### src/rtl/nn_sched_pkg.sv
// nn_sched_pkg: shared types and helpers for the smooth-gradient channel scheduler.
package nn_sched_pkg;

  localparam int NCH = 4;

  typedef enum logic [1:0] {
    IDLE = 2'd0,
    RUN  = 2'd1,
    HOLD = 2'd2
  } sched_state_t;

  // One-hot decode of a channel index.
  function automatic logic [NCH-1:0] onehot4(input logic [1:0] idx);
    logic [NCH-1:0] v;
    v      = '0;
    v[idx] = 1'b1;
    return v;
  endfunction

endpackage

### src/rtl/nn_rr_arbiter_4.sv
// nn_rr_arbiter_4: combinational 4-way round-robin pick. The first eligible
// request (req & ~mask) after ptr wins; ptr itself has the lowest priority.
// Instantiated only when SCHED_SKIP_IDLE_EN is defined.
module nn_rr_arbiter_4
  import nn_sched_pkg::*;
(
  input  logic [NCH-1:0] req,
  input  logic [NCH-1:0] mask,
  input  logic [1:0]     ptr,
  output logic           gnt_valid,
  output logic [1:0]     gnt_idx
);

  logic [NCH-1:0] elig;
  logic [1:0]     cand;

  assign elig = req & ~mask;

  // Scan from farthest to nearest so the channel right after ptr wins last.
  always_comb begin
    // NOTE: every output gets a default before the loop so no latch is inferred.
    gnt_valid = 1'b0;
    gnt_idx   = 2'd0;
    cand      = 2'd0;
    for (int i = NCH; i >= 1; i--) begin
      cand = ptr + 2'(i);
      if (elig[cand]) begin
        gnt_valid = 1'b1;
        gnt_idx   = cand;
      end
    end
  end

endmodule

### src/rtl/nn_smoothgrad_channel_scheduler.sv
// nn_smoothgrad_channel_scheduler: sequences the shared 4-channel polar
// smooth-gradient accumulator. Issues at most one registered grant per RUN
// cycle, bounds each epoch to N_EPOCH RUN cycles and counts grants.
// Build option SCHED_SKIP_IDLE_EN: work-conserving round-robin arbitration;
// when undefined, a fixed TDM sweep 0,1,2,3,... is used.
module nn_smoothgrad_channel_scheduler
  import nn_sched_pkg::*;
#(
  parameter int N_EPOCH = 1024,
  parameter int N_CNT   = 11
) (
  input  logic             CLK,
  input  logic             INIT,
  input  logic             CLK_TRAINING_flag,
  input  logic [3:0]       REQ,
  input  logic [3:0]       IN_SS,
  input  logic [3:0]       SIGN,
  output logic [3:0]       GRANT,
  output logic [1:0]       regIndex,
  output logic             EN,
  output logic [3:0]       SS_Q,
  output logic [3:0]       SIGN_Q,
  output logic             EPOCH_DONE,
  output logic [N_CNT-1:0] UPD_CNT
);

  localparam logic [N_CNT-1:0] LAST_EPOCH = N_CNT'(N_EPOCH - 1);
  localparam logic [N_CNT-1:0] CNT_MAX    = '1;

  sched_state_t     state, nextState;
  logic [N_CNT-1:0] epochCnt, nextEpoch;
  logic             runNext, enterRun, winValid, doGrant;
  logic [1:0]       winIdx;
  logic [NCH-1:0]   winVec;

  // Next-state decode; epoch end takes priority over a dropped training flag.
  always_comb begin
    nextState = state;
    case (state)
      IDLE:    if (CLK_TRAINING_flag) nextState = RUN;
      RUN: begin
        if (epochCnt == LAST_EPOCH)   nextState = HOLD;
        else if (!CLK_TRAINING_flag)  nextState = IDLE;
      end
      HOLD:    if (!CLK_TRAINING_flag) nextState = IDLE;
      default: nextState = IDLE;
    endcase
  end

  // Decisions are taken at the edge that starts a RUN cycle, so every
  // registered output describes the cycle it is visible in.
  assign runNext   = (nextState == RUN);
  assign enterRun  = (state == IDLE) && runNext;
  assign nextEpoch = enterRun ? '0 : epochCnt + N_CNT'(1);

`ifdef SCHED_SKIP_IDLE_EN
  logic [1:0] rrPtr;

  // Last cycle's grant is masked so a requester that has not yet dropped
  // REQ cannot be granted twice for the same bit.
  nn_rr_arbiter_4 uArb (
    .req       (REQ),
    .mask      (GRANT),
    .ptr       (rrPtr),
    .gnt_valid (winValid),
    .gnt_idx   (winIdx)
  );

  // Round-robin pointer follows the most recent winner; starts at 3 so ch0 wins first.
  always_ff @(posedge CLK or posedge INIT) begin
    if (INIT)         rrPtr <= 2'd3;
    else if (doGrant) rrPtr <= winIdx;
  end
`else
  logic [1:0] slot, nextSlot;

  assign nextSlot = enterRun ? 2'd0 : slot + 2'd1;
  assign winIdx   = nextSlot;
  assign winValid = REQ[nextSlot];

  // TDM slot of the current RUN cycle; consecutive slots never repeat a channel.
  always_ff @(posedge CLK or posedge INIT) begin
    if (INIT)         slot <= 2'd0;
    else if (runNext) slot <= nextSlot;
  end
`endif

  assign doGrant = runNext && winValid;
  assign winVec  = onehot4(winIdx);

  // FSM state register.
  always_ff @(posedge CLK or posedge INIT) begin
    // NOTE: sequential state uses non-blocking assignments so every register samples pre-edge values.
    if (INIT) state <= IDLE;
    else      state <= nextState;
  end

  // Accumulator-facing outputs, epoch counter and grant counter, all aligned to the same edge.
  always_ff @(posedge CLK or posedge INIT) begin
    if (INIT) begin
      GRANT      <= '0;
      regIndex   <= 2'd0;
      EN         <= 1'b0;
      SS_Q       <= '0;
      SIGN_Q     <= '0;
      EPOCH_DONE <= 1'b0;
      UPD_CNT    <= '0;
      epochCnt   <= '0;
    end else begin
      GRANT      <= doGrant ? winVec : '0;
      EN         <= doGrant;
      SS_Q       <= doGrant ? (IN_SS & winVec) : '0;
      SIGN_Q     <= doGrant ? (SIGN & winVec) : '0;
      EPOCH_DONE <= runNext && (nextEpoch == LAST_EPOCH);
      if (doGrant) regIndex <= winIdx;
      if (runNext) epochCnt <= nextEpoch;
      if (enterRun)
        UPD_CNT <= doGrant ? N_CNT'(1) : '0;
      else if (doGrant && (UPD_CNT != CNT_MAX))
        UPD_CNT <= UPD_CNT + N_CNT'(1);
    end
  end

endmodule

### config.mk
export PLATFORM = sky130hd
export DESIGN_NAME = nn_smoothgrad_channel_scheduler
export DESIGN_NICKNAME = d
export VERILOG_FILES = /design/src/rtl/nn_sched_pkg.sv /design/src/rtl/nn_rr_arbiter_4.sv /design/src/rtl/nn_smoothgrad_channel_scheduler.sv
export SDC_FILE = /design/constraint.sdc
export NUM_CORES = 1
export LEC_CHECK = 0
export ABC_AREA = 1
export ABC_CLOCK_PERIOD_IN_PS = 3950
export CAP_MARGIN = 20
export CORE_MARGIN = 5
export CORE_UTILIZATION = 56
export DETAILED_ROUTE_END_ITERATION = 8
export PLACE_DENSITY = 0.85
export SLEW_MARGIN = 20
export SYNTH_ARGS = -nofsm -noshare
export SYNTH_HDL_FRONTEND = slang
export SYNTH_SLANG_ARGS = --single-unit
### constraint.sdc
create_clock -name CLK -period 3.95 [get_ports CLK]
set_clock_uncertainty 0.1 [all_clocks]
set_input_delay 0.9875 -clock CLK [delete_from_list [all_inputs] [get_ports CLK]]
set_output_delay 0.9875 -clock CLK [all_outputs]
set_load 0.03 [all_outputs]
==> results of run 1 <==
==> metrics by stage <==
| stage | instance area [um^2] | setup slack, ns | power (mW) | std cells | utilization |
|---|---|---|---|---|---|
| after floorplan | 2210 | 1.89 | 0.718 | 287 | - |
| after global placement | 2630 | 1.00 | 0.815 | 369 | 0.703 |
| after detailed placement | 2630 | 0.903 | 0.824 | 369 | 0.703 |
| after CTS | 2720 | 1.22 | 1.11 | 377 | 0.727 |
| after global routing | 2720 | 1.02 | 1.17 | 377 | 0.727 |
| final | 2720 | 1.22 | 1.10 | 377 | 0.727 |
==> routing by layer <==
metal	global-route usage	up-vias	wire, um	share of wire
met1	0.272	898	2080	0.43
met3	0.0496	6	287	0.059
li1	-	990	-	-
met4	0.0820	0	42	0.0087
met5	0	-	0	0
met2	0.335	55	2410	0.50
==> state kept, by name, indices dropped and copies added (netlist names) <==
register	cells
state	2
GRANT	4
slot	2
SS_Q	4
UPD_CNT	11
SIGN_Q	4
epochCnt	11
EN	1
regIndex	2
EPOCH_DONE	1
==> power by group through the flow <==
stage / clock network (mW) / registers [mW] / logic, mW
3_5_place_dp: 0 / 0.523 / 0.301
4_1_cts: 0.292 / 0.514 / 0.304
2_1_floorplan: 0 / 0.577 / 0.141
6_report: 0.287 / 0.515 / 0.300
3_3_place_gp: 0 / 0.521 / 0.294
5_1_grt: 0.315 / 0.525 / 0.334
==> worst max-delay path: cells and delay by family <==
kind	cells	cell delay, ns
buffers and inverters	1	0.52
and+or+nand+nor	10	1.36
==> cell type report <==
cell class                 instances  area (um^2)
clock buffer                       7         86.3
clock inverter                     1         5.00
multi-input combinational        204          978
sequential                        42         1050
tap                               48         60.1
fill                             296         1020
inverter                          33          124
timing repair buffer              42          418
==> synthesized netlist by cell type <==
| master | number |
|---|---|
| a21oi_1 | 3 |
| buf_1 | 1 |
| buf_2 | 3 |
| buf_4 | 2 |
| buf_6 | 2 |
| dfrtp_1 | 42 |
| ha_1 | 2 |
| inv_1 | 31 |
| inv_2 | 2 |
| nand2_1 | 80 |
| nand2_2 | 5 |
| nand3_1 | 32 |
| nand3_2 | 1 |
| nand3_4 | 1 |
| nand4_1 | 5 |
| nor2_1 | 39 |
| nor2_2 | 1 |
| nor2_4 | 2 |
| nor3_1 | 2 |
| nor3b_1 | 2 |
| nor3b_2 | 2 |
| o21ai_0 | 17 |
| o21ai_1 | 1 |
| o31ai_1 | 1 |
| or2_2 | 2 |
| xnor2_1 | 1 |
| xor2_1 | 5 |
==> cells by family after synthesis <==
| group | count (synthesis) |
|---|---|
| compound gates | 22 |
| xor+xnor | 6 |
| fa+ha+maj | 2 |
| buf+inv | 41 |
| flops | 42 |
| simple gates | 174 |
==> worst max path at each step <==
| stage | endpoint | slack (ns) |
|---|---|---|
| 4_1_cts | UPD_CNT[0] | 1.22 |
| 3_3_place_gp | UPD_CNT[6] | 1.00 |
| 6_report | UPD_CNT[10] | 1.22 |
| 2_1_floorplan | EN | 1.89 |
| 5_1_grt | UPD_CNT[0] | 1.02 |
| 3_5_place_dp | UPD_CNT[7] | 0.90 |
==> impl_metrics.env, run 1 <==
export IMPL_status="finished clean"
export IMPL_gp_congestion=0.810
export IMPL_post_route_min_period_ns=2.73
export IMPL_finalSetupTns_ns=0
export IMPL_clock_sinks=42
export IMPL_crit_top_cell="nand2_1"
export IMPL_cts_tree="built"
export IMPL_drc_errors=0
export IMPL_ctsResizeCount=0
export IMPL_drt_first_pass_iters=5
export IMPL_timing_rr_end="UPD_CNT[10]"
export IMPL_worstPathMaxFanout=28
export IMPL_ys_ff_latch=42
export IMPL_hold_path_class="flip-flop to flip-flop"
export IMPL_tightest_slew_ns=0.520
export IMPL_htreeDepth=2
export IMPL_yosysTopAreaCell="dfrtp_1"
export IMPL_crit_chain="clkdlybuf4s50_1, nand3_4, nand2_2, nand2_1, nand2_1, nand2_1, nand2_2, nand3_2, nand2_2, nand2_1, nand2_1"
export IMPL_synth_compound_area_frac=0.0510
export IMPL_num_vias=1949
export IMPL_seqPwrFrac=0.467
export IMPL_final_antenna_net_count=0
export IMPL_wl_per_cell_um=12.8
export IMPL_clk_latency_ns=0.30
export IMPL_syn_nets=304
export IMPL_path_class="input port to flip-flop"
export IMPL_die_h_um=72.8
export IMPL_synth_top_area_share=0.476
export IMPL_ff2ff_path_depth=10
export IMPL_maxSlewHeadroom=0.653
export IMPL_cp_slowest_cell="clkdlybuf4s50_1"
export IMPL_root_buffer="clkbuf_8"
export IMPL_synth_area_mux_share=0
export IMPL_dp_hpwl_um=3430
export IMPL_r2r_start="epochCnt[0]"
export IMPL_grt_max_degree=43
export IMPL_switchingPower_mw=0.371
export IMPL_finalCritPeriodShare=0.691
export IMPL_rsz0062_at_grt="no"
export IMPL_ys_types=27
export IMPL_worstHoldPathCells=2
export IMPL_maxSlewViolCount=0
export IMPL_yosys_area_share_xor_xnor=0.0238
export IMPL_grt_pass1_wl_um=8740
export IMPL_wirelength_um=4820
export IMPL_p_clk_frac=0.261
export IMPL_yosys_warnings=0
export IMPL_cap_viol_max_count=0
export IMPL_cpPeakStageDelay_ns=0.52
export IMPL_combPwrFrac=0.272
export IMPL_synth_area_leaders="dfrtp_1 (48%), nand2_1 (14%), nand3_1 (7.2%), nor2_1 (6.6%), inv_1 (5.3%)"
export IMPL_fmax_mhz=366
export IMPL_core_mm2=0.00374
export IMPL_drive_gt1_frac=0.0729
export IMPL_postCtsSetupBuffers=0
export IMPL_worstSetupStartpoint="CLK_TRAINING_flag"
export IMPL_die_area_mm2=0.00530
export IMPL_ff2ff_setup_slack_ns=1.76
export IMPL_synth_avg_cell_area_um2=7.70
export IMPL_cts_clk_slew_worst_paths_ns=0.09
export IMPL_n_antenna_cell=0
export IMPL_clk_path_buf_depth=2
export IMPL_required_ns=4.09
export IMPL_cts_buffers=5
export IMPL_port_buffers=41
export IMPL_final_nets=345
export IMPL_ios=42
export IMPL_synth_simple_area_share=0.357
export IMPL_cts_hold_buf=0
export IMPL_holdPathEnd="regIndex[0]"
export IMPL_vdd_drop_max_v=0.000278
export IMPL_internal_power_mw=0.730
export IMPL_syn_to_final_growth_pct=23.2
export IMPL_power_density_mw_per_mm2=404
export IMPL_antenna_found_initial=0
export IMPL_cp_end_kind="flip-flop"
export IMPL_synth_adder_area_share=0.0113
export IMPL_hold_violations=0
export IMPL_synthCells=287
export IMPL_timing_hold_ws_ns=0.405
export IMPL_critical_path_arrival_ns=2.87
export IMPL_initial_utilization=0.590
export IMPL_setup_viol=0
export IMPL_holdCritStartpoint="regIndex[0]"
export IMPL_leakage_nw=1.28
export IMPL_layout_cells_most_common_list="nand2_1 (80), dfrtp_1 (42), clkdlybuf4s50_1 (41)"
export IMPL_viasPerCell=5.17
export IMPL_startpoint_type="input port"
export IMPL_switching_share=0.337
export IMPL_final_common_cell="nand2_1"
export IMPL_grt_usage=0.209
export IMPL_netlist_area_mm2=0.00221
export IMPL_drtIter0Drc=245
export IMPL_rows=22
export IMPL_synth_top_family_by_area="simple AND/OR/NAND/NOR gates"
export IMPL_die_w_um=72.8
export IMPL_grt_pass1_vias=1929
export IMPL_synth_seq_area_share=0.476
export IMPL_grt_ovfl_total=0
Note: power is estimated with default switching activity, not from simulation.
==> run 2: changes to the inputs <==
--- a/config.mk
+++ b/config.mk
@@ -6,12 +6,12 @@
 export NUM_CORES = 1
 export LEC_CHECK = 0
 export ABC_AREA = 1
-export ABC_CLOCK_PERIOD_IN_PS = 3950
+export ABC_CLOCK_PERIOD_IN_PS = 2400
 export CAP_MARGIN = 20
 export CORE_MARGIN = 5
-export CORE_UTILIZATION = 56
+export CORE_UTILIZATION = 47
 export DETAILED_ROUTE_END_ITERATION = 8
-export PLACE_DENSITY = 0.85
+export PLACE_DENSITY = 0.76
 export SLEW_MARGIN = 20
 export SYNTH_ARGS = -nofsm -noshare
 export SYNTH_HDL_FRONTEND = slang
==> constraint.sdc (replaced) <==
create_clock -name CLK -period 2.4 [get_ports CLK]
set_clock_uncertainty 0.1 [all_clocks]
set_input_delay 0.6 -clock CLK [delete_from_list [all_inputs] [get_ports CLK]]
set_output_delay 0.6 -clock CLK [all_outputs]
set_load 0.03 [all_outputs]
==> impl_metrics.env, run 2 (synthesis gave the netlist of run 1 again) <==
export IMPL_status="finished clean"
export IMPL_setup_viol=0
export IMPL_n_antenna_cell=0
export IMPL_holdCritStartpoint="regIndex[0]"
export IMPL_grt_pass1_wl_um=7850
export IMPL_final_common_cell="nand2_1"
export IMPL_syn_to_final_growth_pct=26.3
export IMPL_drt_first_pass_iters=4
export IMPL_maxSlewViolCount=0
export IMPL_final_nets=351
export IMPL_reg_top3="UPD_CNT: 11 flops, epochCnt: 11 flops"
export IMPL_met1_length_um=2050
export IMPL_cts_hold_buf=0
export IMPL_antenna_found_initial=0
export IMPL_final_antenna_net_count=0
export IMPL_ios=42
export IMPL_gp_congestion=0.833
export IMPL_htreeDepth=2
export IMPL_tightest_slew_ns=0.530
export IMPL_worstPathBufferInverterCount=1
export IMPL_startpoint_type="flip-flop"
export IMPL_seqPwrFrac=0.446
export IMPL_dp_hpwl_um=3320
export IMPL_num_vias=1940
export IMPL_top_layer_used="met4"
export IMPL_cts_buffers=5
export IMPL_grt_pass1_vias=1785
export IMPL_ctsResizeCount=0
export IMPL_critical_path_arrival_ns=1.49
export IMPL_hold_path_class="flip-flop to flip-flop"
export IMPL_vdd_drop_max_v=0.000309
export IMPL_cp_end_kind="output pin"
export IMPL_wirelength_um=4520
export IMPL_drc_errors=0
export IMPL_rows=25
export IMPL_initial_utilization=0.477
export IMPL_p_clk_frac=0.288
export IMPL_maxSlewHeadroom=0.647
export IMPL_crit_chain="clkdlybuf4s50_1"
export IMPL_die_h_um=78.6
export IMPL_combPwrFrac=0.266
export IMPL_cts_clk_slew_worst_paths_ns=0.08
export IMPL_finalSetupTns_ns=0
export IMPL_port_buffers=41
export IMPL_clock_sinks=42
export IMPL_die_area_mm2=0.00617
export IMPL_layout_cells_most_common_list="nand2_1 (80), dfrtp_1 (42), clkdlybuf4s50_1 (41)"
export IMPL_switchingPower_mw=0.603
export IMPL_drtIter0Drc=117
export IMPL_viasPerCell=4.99
export IMPL_cp_slowest_cell="clkdlybuf4s50_1"
export IMPL_worstPathMaxFanout=7
export IMPL_root_buffer="clkbuf_8"
export IMPL_r2r_start="epochCnt[0]"
export IMPL_leakage_nw=1.31
export IMPL_grt_usage=0.157
export IMPL_clk_latency_ns=0.29
export IMPL_drive_gt1_frac=0.0866
export IMPL_dpl_cell_area_mm2=0.00268
export IMPL_post_route_min_period_ns=2.19
export IMPL_cap_viol_max_count=0
export IMPL_critPathTopFamily="buffers and inverters"
export IMPL_wl_per_cell_um=11.6
export IMPL_wl_met3_um=262
export IMPL_postCtsSetupBuffers=0
export IMPL_internal_power_mw=1.29
export IMPL_switching_share=0.318
export IMPL_power_density_mw_per_mm2=680
export IMPL_fmax_mhz=457
export IMPL_cpPeakStageDelay_ns=0.72
export IMPL_rsz0062_at_grt="no"
export IMPL_hold_violations=0
export IMPL_stdcell_area_mm2=0.00279
export IMPL_grt_ovfl_total=0
export IMPL_required_ns=1.70
export IMPL_grt_max_degree=43
export IMPL_core_mm2=0.00463
export IMPL_clk_path_buf_depth=2
export IMPL_wl_met2_um=2160
export IMPL_cts_tree="built"
export IMPL_finalCritPeriodShare=0.911
export IMPL_die_w_um=78.6
export IMPL_worstSetupStartpoint="UPD_CNT[0]"
export IMPL_path_class="flip-flop to output pin"
## run 2: cell types whose count changed in the layout (fill, tap and decap cells not counted), sizes merged
cell and delta:
bufinv +1, buf +6, clkinv -1
## run 2: final timing paths
kind / slack [ns] / cells past startpoint / endpoint
min in group asynchronous: 0.65 / 3 / UPD_CNT[2]
min: 0.39 / 2 / regIndex[0]
max reg2reg: 0.54 / 10 / UPD_CNT[4]
max: 0.21 / 1 / UPD_CNT[0]
min reg2reg: 0.39 / 2 / regIndex[0]
max in group asynchronous: 1.18 / 3 / epochCnt[9]
## run 2: routing by layer
metal,vias to the layer above,GRT usage
met2,43,0.274
met4,0,0.0385
met3,6,0.0413
met1,888,0.192
li1,1003,-
met5,-,0
## run 2: power by group through the flow
stage	clock, mW	combinational [mW]	sequential, mW
detailed placement	0	0.508	0.860
global route	0.589	0.558	0.863
CTS	0.560	0.511	0.847
global placement	0	0.500	0.858
finish	0.546	0.504	0.847
floorplan	0	0.232	0.949
## run 2: area by class of cell
type                       count  area, um^2
clock buffer                   7        76.3
clock inverter                 1        30.0
fill                         422        1840
inverter                      33         124
multi-input combinational    204         978
sequential                    42        1050
tap                           54        67.6
timing repair buffer          48         463
## run 2: per-stage QoR
step	hold WS (ns)	total power, mW	instances	util	setup slack [ns]
after floorplan	0.375	1.18	287	-	0.610
after global placement	0.376	1.36	381	0.580	0.146
after detailed placement	0.376	1.37	381	0.580	0.114
after CTS	0.405	1.92	389	0.603	0.208
after global routing	0.436	2.01	389	0.603	0.145
final	0.395	1.90	389	0.603	0.213
